## config.mk

```make
export PLATFORM = sky130hd
export DESIGN_NAME = rr_decode_arbiter
export DESIGN_NICKNAME = d
export VERILOG_FILES = /design/src/rtl/rr_decode_arbiter.sv
export SDC_FILE = /design/constraint.sdc
export NUM_CORES = 1
export LEC_CHECK = 0
export CAP_MARGIN = 20
export CORE_ASPECT_RATIO = 0.6
export CORE_UTILIZATION = 55
export CTS_CLUSTER_SIZE = 28
export DETAILED_ROUTE_END_ITERATION = 8
export PLACE_DENSITY = 0.85
export SETUP_SLACK_MARGIN = 0.02
export SLEW_MARGIN = 20
export SYNTH_ARGS = -nofsm -noshare
export SYNTH_HDL_FRONTEND = slang
export SYNTH_SLANG_ARGS = --single-unit
```

## constraint.sdc

```tcl
create_clock -name CLK -period 7.8 [get_ports CLK]
set_input_delay 1.56 -clock CLK [delete_from_list [all_inputs] [get_ports CLK]]
set_output_delay 1.56 -clock CLK [all_outputs]
set_load 0.02 [all_outputs]
```

## src/rtl/rr_decode_arbiter.sv

```systemverilog
// ---------------------------------------------------------------------------
// rr_decode_arbiter
//
// Round-robin arbiter that shares the 3-to-8 decoder output stage among
// eight requesters. One owner at a time gets a one-hot grant plus its
// binary index, which drives the decoder select. The grant is held until
// the owner strobes DONE, withdraws its request, EN drops, or (optionally)
// the hold timer expires. Every release is followed by exactly one RELEASE
// cycle with GNT=0, and the released owner becomes lowest priority.
//
// Optional feature: define ARB_TIMEOUT_EN to build the hold counter.
// A grant is then force-released after HOLD_MAX cycles, and TIMEOUT
// pulses for the one RELEASE cycle that follows. Without the macro no
// counter exists and TIMEOUT is a constant 0.
//
// Ports:
//   CLK      in   1  system clock, rising edge
//   RST      in   1  asynchronous, active-high reset
//   EN       in   1  enable; low blocks new grants and releases the owner
//   REQ      in   8  level-sensitive requests
//   DONE     in   1  owner's one-cycle completion strobe
//   GNT      out  8  one-hot grant, zero when nobody owns the resource
//   GNT_IDX  out  3  index of the current or most recent owner
//   BUSY     out  1  high while a grant is held
//   TIMEOUT  out  1  one-cycle pulse on forced release
//
// Parameter:
//   HOLD_MAX  maximum grant length in cycles (2..255), timeout build only
// ---------------------------------------------------------------------------
module rr_decode_arbiter #(
  parameter int unsigned HOLD_MAX = 16
) (
  input  logic       CLK,
  input  logic       RST,
  input  logic       EN,
  input  logic [7:0] REQ,
  input  logic       DONE,
  output logic [7:0] GNT,
  output logic [2:0] GNT_IDX,
  output logic       BUSY,
  output logic       TIMEOUT
);

  localparam logic [1:0] ST_IDLE    = 2'd0;
  localparam logic [1:0] ST_GRANT   = 2'd1;
  localparam logic [1:0] ST_RELEASE = 2'd2;

  if (HOLD_MAX < 2 || HOLD_MAX > 255) begin : g_bad_hold_max
    $error("rr_decode_arbiter: HOLD_MAX must be in 2..255");
  end

  logic [1:0] state_q, state_d;
  logic [7:0] gnt_q, gnt_d;
  logic [2:0] gnt_idx_q, gnt_idx_d;
  logic       busy_q, busy_d;
  logic       timeout_q, timeout_d;
  logic [2:0] last_q, last_d;

  logic       grant_now;
  logic       hold_expired;

  // Rotate REQ so that bit 0 of rot_req is requester (LAST+1) mod 8.
  // A plain lowest-set-bit search on rot_req is then the round-robin pick.
  logic [7:0] rot_req;
  genvar gi;
  for (gi = 0; gi < 8; gi++) begin : g_rot
    logic [2:0] src_idx;
    assign src_idx     = last_q + 3'(gi + 1);
    assign rot_req[gi] = REQ[src_idx];
  end

  logic [2:0] win_off;
  logic       win_found;
  logic [2:0] win_idx;

  always_comb begin
    win_off   = 3'd0;
    win_found = 1'b0;
    // Descending loop so the lowest set bit wins the last assignment.
    for (int i = 7; i >= 0; i--) begin
      if (rot_req[i]) begin
        win_off   = 3'(i);
        win_found = 1'b1;
      end
    end
  end

  // Undo the rotation: offset 0 corresponds to requester LAST+1.
  assign win_idx = last_q + win_off + 3'd1;

`ifdef ARB_TIMEOUT_EN
  logic [7:0] hold_cnt_q, hold_cnt_d;

  // DONE on the final allowed cycle is an ordinary release, not a timeout.
  assign hold_expired = (hold_cnt_q == 8'(HOLD_MAX - 1)) && !DONE;

  always_comb begin
    hold_cnt_d = hold_cnt_q;
    if (grant_now) begin
      hold_cnt_d = 8'd0;
    end else if (state_q == ST_GRANT) begin
      hold_cnt_d = hold_cnt_q + 8'd1;
    end
  end

  always_ff @(posedge CLK or posedge RST) begin
    if (RST) begin
      hold_cnt_q <= 8'd0;
    end else begin
      hold_cnt_q <= hold_cnt_d;
    end
  end
`else
  assign hold_expired = 1'b0;
`endif

  always_comb begin
    state_d   = state_q;
    gnt_d     = gnt_q;
    gnt_idx_d = gnt_idx_q;
    busy_d    = busy_q;
    timeout_d = 1'b0;
    last_d    = last_q;
    grant_now = 1'b0;

    case (state_q)
      ST_IDLE, ST_RELEASE: begin
        if (EN && win_found) begin
          state_d   = ST_GRANT;
          gnt_d     = 8'b1 << win_idx;
          gnt_idx_d = win_idx;
          busy_d    = 1'b1;
          grant_now = 1'b1;
        end else begin
          // GNT_IDX keeps the most recent owner for the decoder select.
          state_d = ST_IDLE;
          gnt_d   = 8'h00;
          busy_d  = 1'b0;
        end
      end
      ST_GRANT: begin
        // Only the owner's own REQ bit matters while granted.
        if (DONE || !REQ[gnt_idx_q] || !EN || hold_expired) begin
          state_d   = ST_RELEASE;
          gnt_d     = 8'h00;
          busy_d    = 1'b0;
          last_d    = gnt_idx_q;
          timeout_d = hold_expired;
        end
      end
      default: begin
        state_d = ST_IDLE;
        gnt_d   = 8'h00;
        busy_d  = 1'b0;
      end
    endcase
  end

  always_ff @(posedge CLK or posedge RST) begin
    if (RST) begin
      state_q   <= ST_IDLE;
      gnt_q     <= 8'h00;
      gnt_idx_q <= 3'd0;
      busy_q    <= 1'b0;
      timeout_q <= 1'b0;
      last_q    <= 3'd7;
    end else begin
      state_q   <= state_d;
      gnt_q     <= gnt_d;
      gnt_idx_q <= gnt_idx_d;
      busy_q    <= busy_d;
      timeout_q <= timeout_d;
      last_q    <= last_d;
    end
  end

  assign GNT     = gnt_q;
  assign GNT_IDX = gnt_idx_q;
  assign BUSY    = busy_q;
  assign TIMEOUT = timeout_q;

endmodule
```

==> implementation parameters <==
Parameter                              Value

Clock tree
  Resize count post-CTS ... 0
  Worst skew pair latency ... 250 ps
  Clock-pin slew of the registers on the worst-case setup and hold paths ... 70 ps
  Count of buffers added by post-CTS timing repair for setup ... 0
  # hold bufs at CTS ... 0
  Clock buffer depth ... 2
  Clock tree from TritonCTS ... built
  Cell at the root of the clock tree ... clkbuf_8
  Clock buffer count from CTS ... 3
  H-tree depth reported by CTS ... 1
  Clock Sink Count ... 16

Setup path
  Critical-path cell with the highest stage delay ... fa_1
  Arrival time of data at the critical path endpoint ... 4990 ps
  Cells along the critical path ... clkdlybuf4s50_1, mux4_1, mux2_2, o21ai_0, and2b_1, o21a_1, o21ai_0, ha_1, fa_1, nand2_1, or3_1, o221ai_1
  Kind of capture point of the worst setup path ... register
  Most frequent cell on the critical path ... o21ai_0
  Classification of the worst setup path ... in -> reg
  Data required time at the worst endpoint ... roughly 8000 ps
  Critical path's top delay family ... multiplexers
  Worst Path Max Fanout ... 6
  Critical path buffer and inverter count ... 1
  Critical path launch point type ... input pin
  Longest individual stage delay on the worst path ... 640 ps

Timing
  Total negative setup slack ... 0 ps
  Unrepaired setup endpoints after global routing ... false
  Final hold violation count ... 0
  Final setup skew ... slightly below 4 ps
  Slew Viols, Final ... 0
  Period utilisation layout ... 61.8%
  Post-layout minimum cycle time ... 4820 ps
  Worst hold margin ... between 400 and 500 ps
  Achievable clock frequency ... 208 MHz
  Slew headroom ... 27.2%
  Final setup violation count ... 0
  Transition at the pin with the smallest max-transition slack ... 1090 ps

Synthesis
  Yosys reg bits ... 16
  Cell variety after synth ... 52
  Post-synthesis async set-or-reset flop share ... 100%
  Count of flip-flops with a built-in enable after synthesis ... 0
  Most common cell in the netlist ... nand2_1
  Part of the Yosys area used for sequential elements ... 25.7%
  Mean instance size in the synthesized netlist ... 10.9 um2
  Biggest area consumer among synthesized cells ... dfrtp_1
  Yosys Warn Count ... 0
  Post-synthesis instance total ... around 140
  Post-Syn Area ... between 1500 and 2000 um2
  Top cell types by occurrence after synthesis ... nand2_1 (16), mux2i_1 (14), dfrtp_1 (13)
  Primary flip-flop cell chosen by synthesis mapping ... dfrtp_1
  Share of the synthesized area in the top cell type ... between 20% and 30%
  Ranking of synthesized cells by area ... dfrtp_1 (21%), mux2i_1 (8.9%), mux4_2 (8.6%)
  Total nets after synthesis ... 160

Drt
  Post-route ant nets ... 0
  Pre-Repair DR Iteration Count ... 5
  Vias after detailed routing ... between 1000 and 1500
  Number of vias per cell after detailed routing ... just under 7
  Number of design rule violations left after detail routing ... 0
  Routed wire per std cell ... 20.9 um
  Total wirelength of the detailed-routed design ... 4090 um
  Starting DRC count in detailed routing ... 175

Layout
  Design area ... around 1800 um2
  Layout-stage area growth over the synthesis result ... 17.5%
  Antenna Cells ... 0
  Post-layout nets ... 181
  Layout cell share with drive strength beyond 1 ... 22.0%

GRT
  Number of global-route vias before repair ... 1268
  GRT Total Usage ... 29.5%
  Met2 Use GR ... 44.0%
  M3 GR Usage ... 6.51%
  Total grt overflow ... 0
  Pin count of the biggest net entering global routing ... 18
  Global-route wire length before repair ... between 6000 and 7000 um
  GR peak layer ... met1
  Initial antenna violation count ... 0
  M1 GR Usage ... 44.2%

Status
  Outcome ... complete, no violations

Power and ir drop
  Worst IR Drop VDD ... 0.000299 V
  Leakage power of the design ... 0.000736 uW
  Pwr per Cell Area ... 534 nW/um2
  Power, Total ... 987 uW

Placement
  Final HPWL from detailed placement ... 3200 um
  Port Buffer Count ... 23
  Area after DPL ... approximately 1800 um2
  Final Wtd Congestion ... 0.912

Floorplan
  Die outline width ... 71.1 um
  Ports ... 25
  Number of cell rows ... 14
  Floorplan core area ... 2610 um2
  Full die area ... 3090 um2
  Height of the chip ... 43.4 um
  Starting utilization of the core area ... 60.3%

Flow run
  Max-capacitance violation count ... 0

Hold path
  Min-Delay Path Class ... reg -> reg
-- placed cells by master, fill, tap and decap left out, types with 2 or more instances in the layout --
master / count
inv_1: 8
nor2_1: 4
clkdlybuf4s50_1: 23
nor3_1: 5
nand2b_1: 4
and3_1: 2
mux4_1: 3
nand3b_1: 3
o221ai_1: 4
mux2_2: 7
nor2b_1: 2
a221oi_2: 2
o21ai_0: 5
nand2_1: 16
mux4_2: 6
clkbuf_8: 4
mux2i_1: 14
dfrtp_1: 13
ha_1: 3
dfstp_2: 3
o221ai_2: 4
mux2_1: 2
-- state kept, by name (all words and copies together) (netlist names) --
| signal | count |
|---|---|
| last_q | 3 |
| BUSY | 1 |
| state_q | 1 |
| GNT | 8 |
| GNT_IDX | 3 |
-- power by group --
group | switching (uW) | internal (uW)
combinational | 405 | 333
sequential | 55.4 | 119
clock | 30.8 | 44.9
total | 491 | 496
-- metal layers --
metal / wire length [um] / vias up
met4: 27 / 0
met5: 0 / -
li1: - / 593
met1: 1860 / 685
met3: 368 / 4
met2: 1830 / 79
-- per-stage QoR --
stage / setup WS (ps) / utilization (%) / instances
floorplan: 3640 / - / 144
global placement: 2900 / 68.7 / 192
detailed placement: 2790 / 68.7 / 192
CTS: 3040 / 70.9 / 196
global route: 2860 / 70.9 / 196
finish: 2980 / 70.9 / 196
-- cells by family after synthesis --
logic type	synth area share, %
xor+xnor	2.62
fa+ha+maj	3.66
flops	25.7
other cells	0.238
simple gates	15.3
buf+inv	5.09
compound gates	17.5
mux	29.9
-- final cells by class --
class | count | area [um2]
inverters | 8 | 30.0
well taps | 32 | 40.0
flip-flops and latches | 16 | 404
fillers | 166 | 761
clock buffers | 4 | 55.1
repair buffers | 23 | 230
multi-input cells | 113 | 1090
-- worst register-to-register path, stage by stage, from the launching register on --
cell	delay, ps
dfstp_2	800
inv_1	180
ha_1	720
mux4_1	680
mux2_2	300
o21ai_0	140
and2b_1	150
o21a_1	130
o21ai_0	70
ha_1	200
fa_1	640
nand2_1	100
or3_1	350
o221ai_1	190
-- worst paths after layout --
path | end | start | slack [ps] | cells past startpoint
worst max-delay path | GNT[5] | REQ[7] | 2980 | 12
worst min-delay path | GNT[2] | GNT[2] | 490 | 2
worst max register to register | GNT[5] | last_q[0] | 3060 | 13
worst min register to register | GNT[2] | GNT[2] | 490 | 2
max in group asynchronous | GNT_IDX[1] | RST | 5690 | 2
min in group asynchronous | GNT[3] | RST | 1690 | 2
Note: power is estimated with default switching activity, not from simulation.
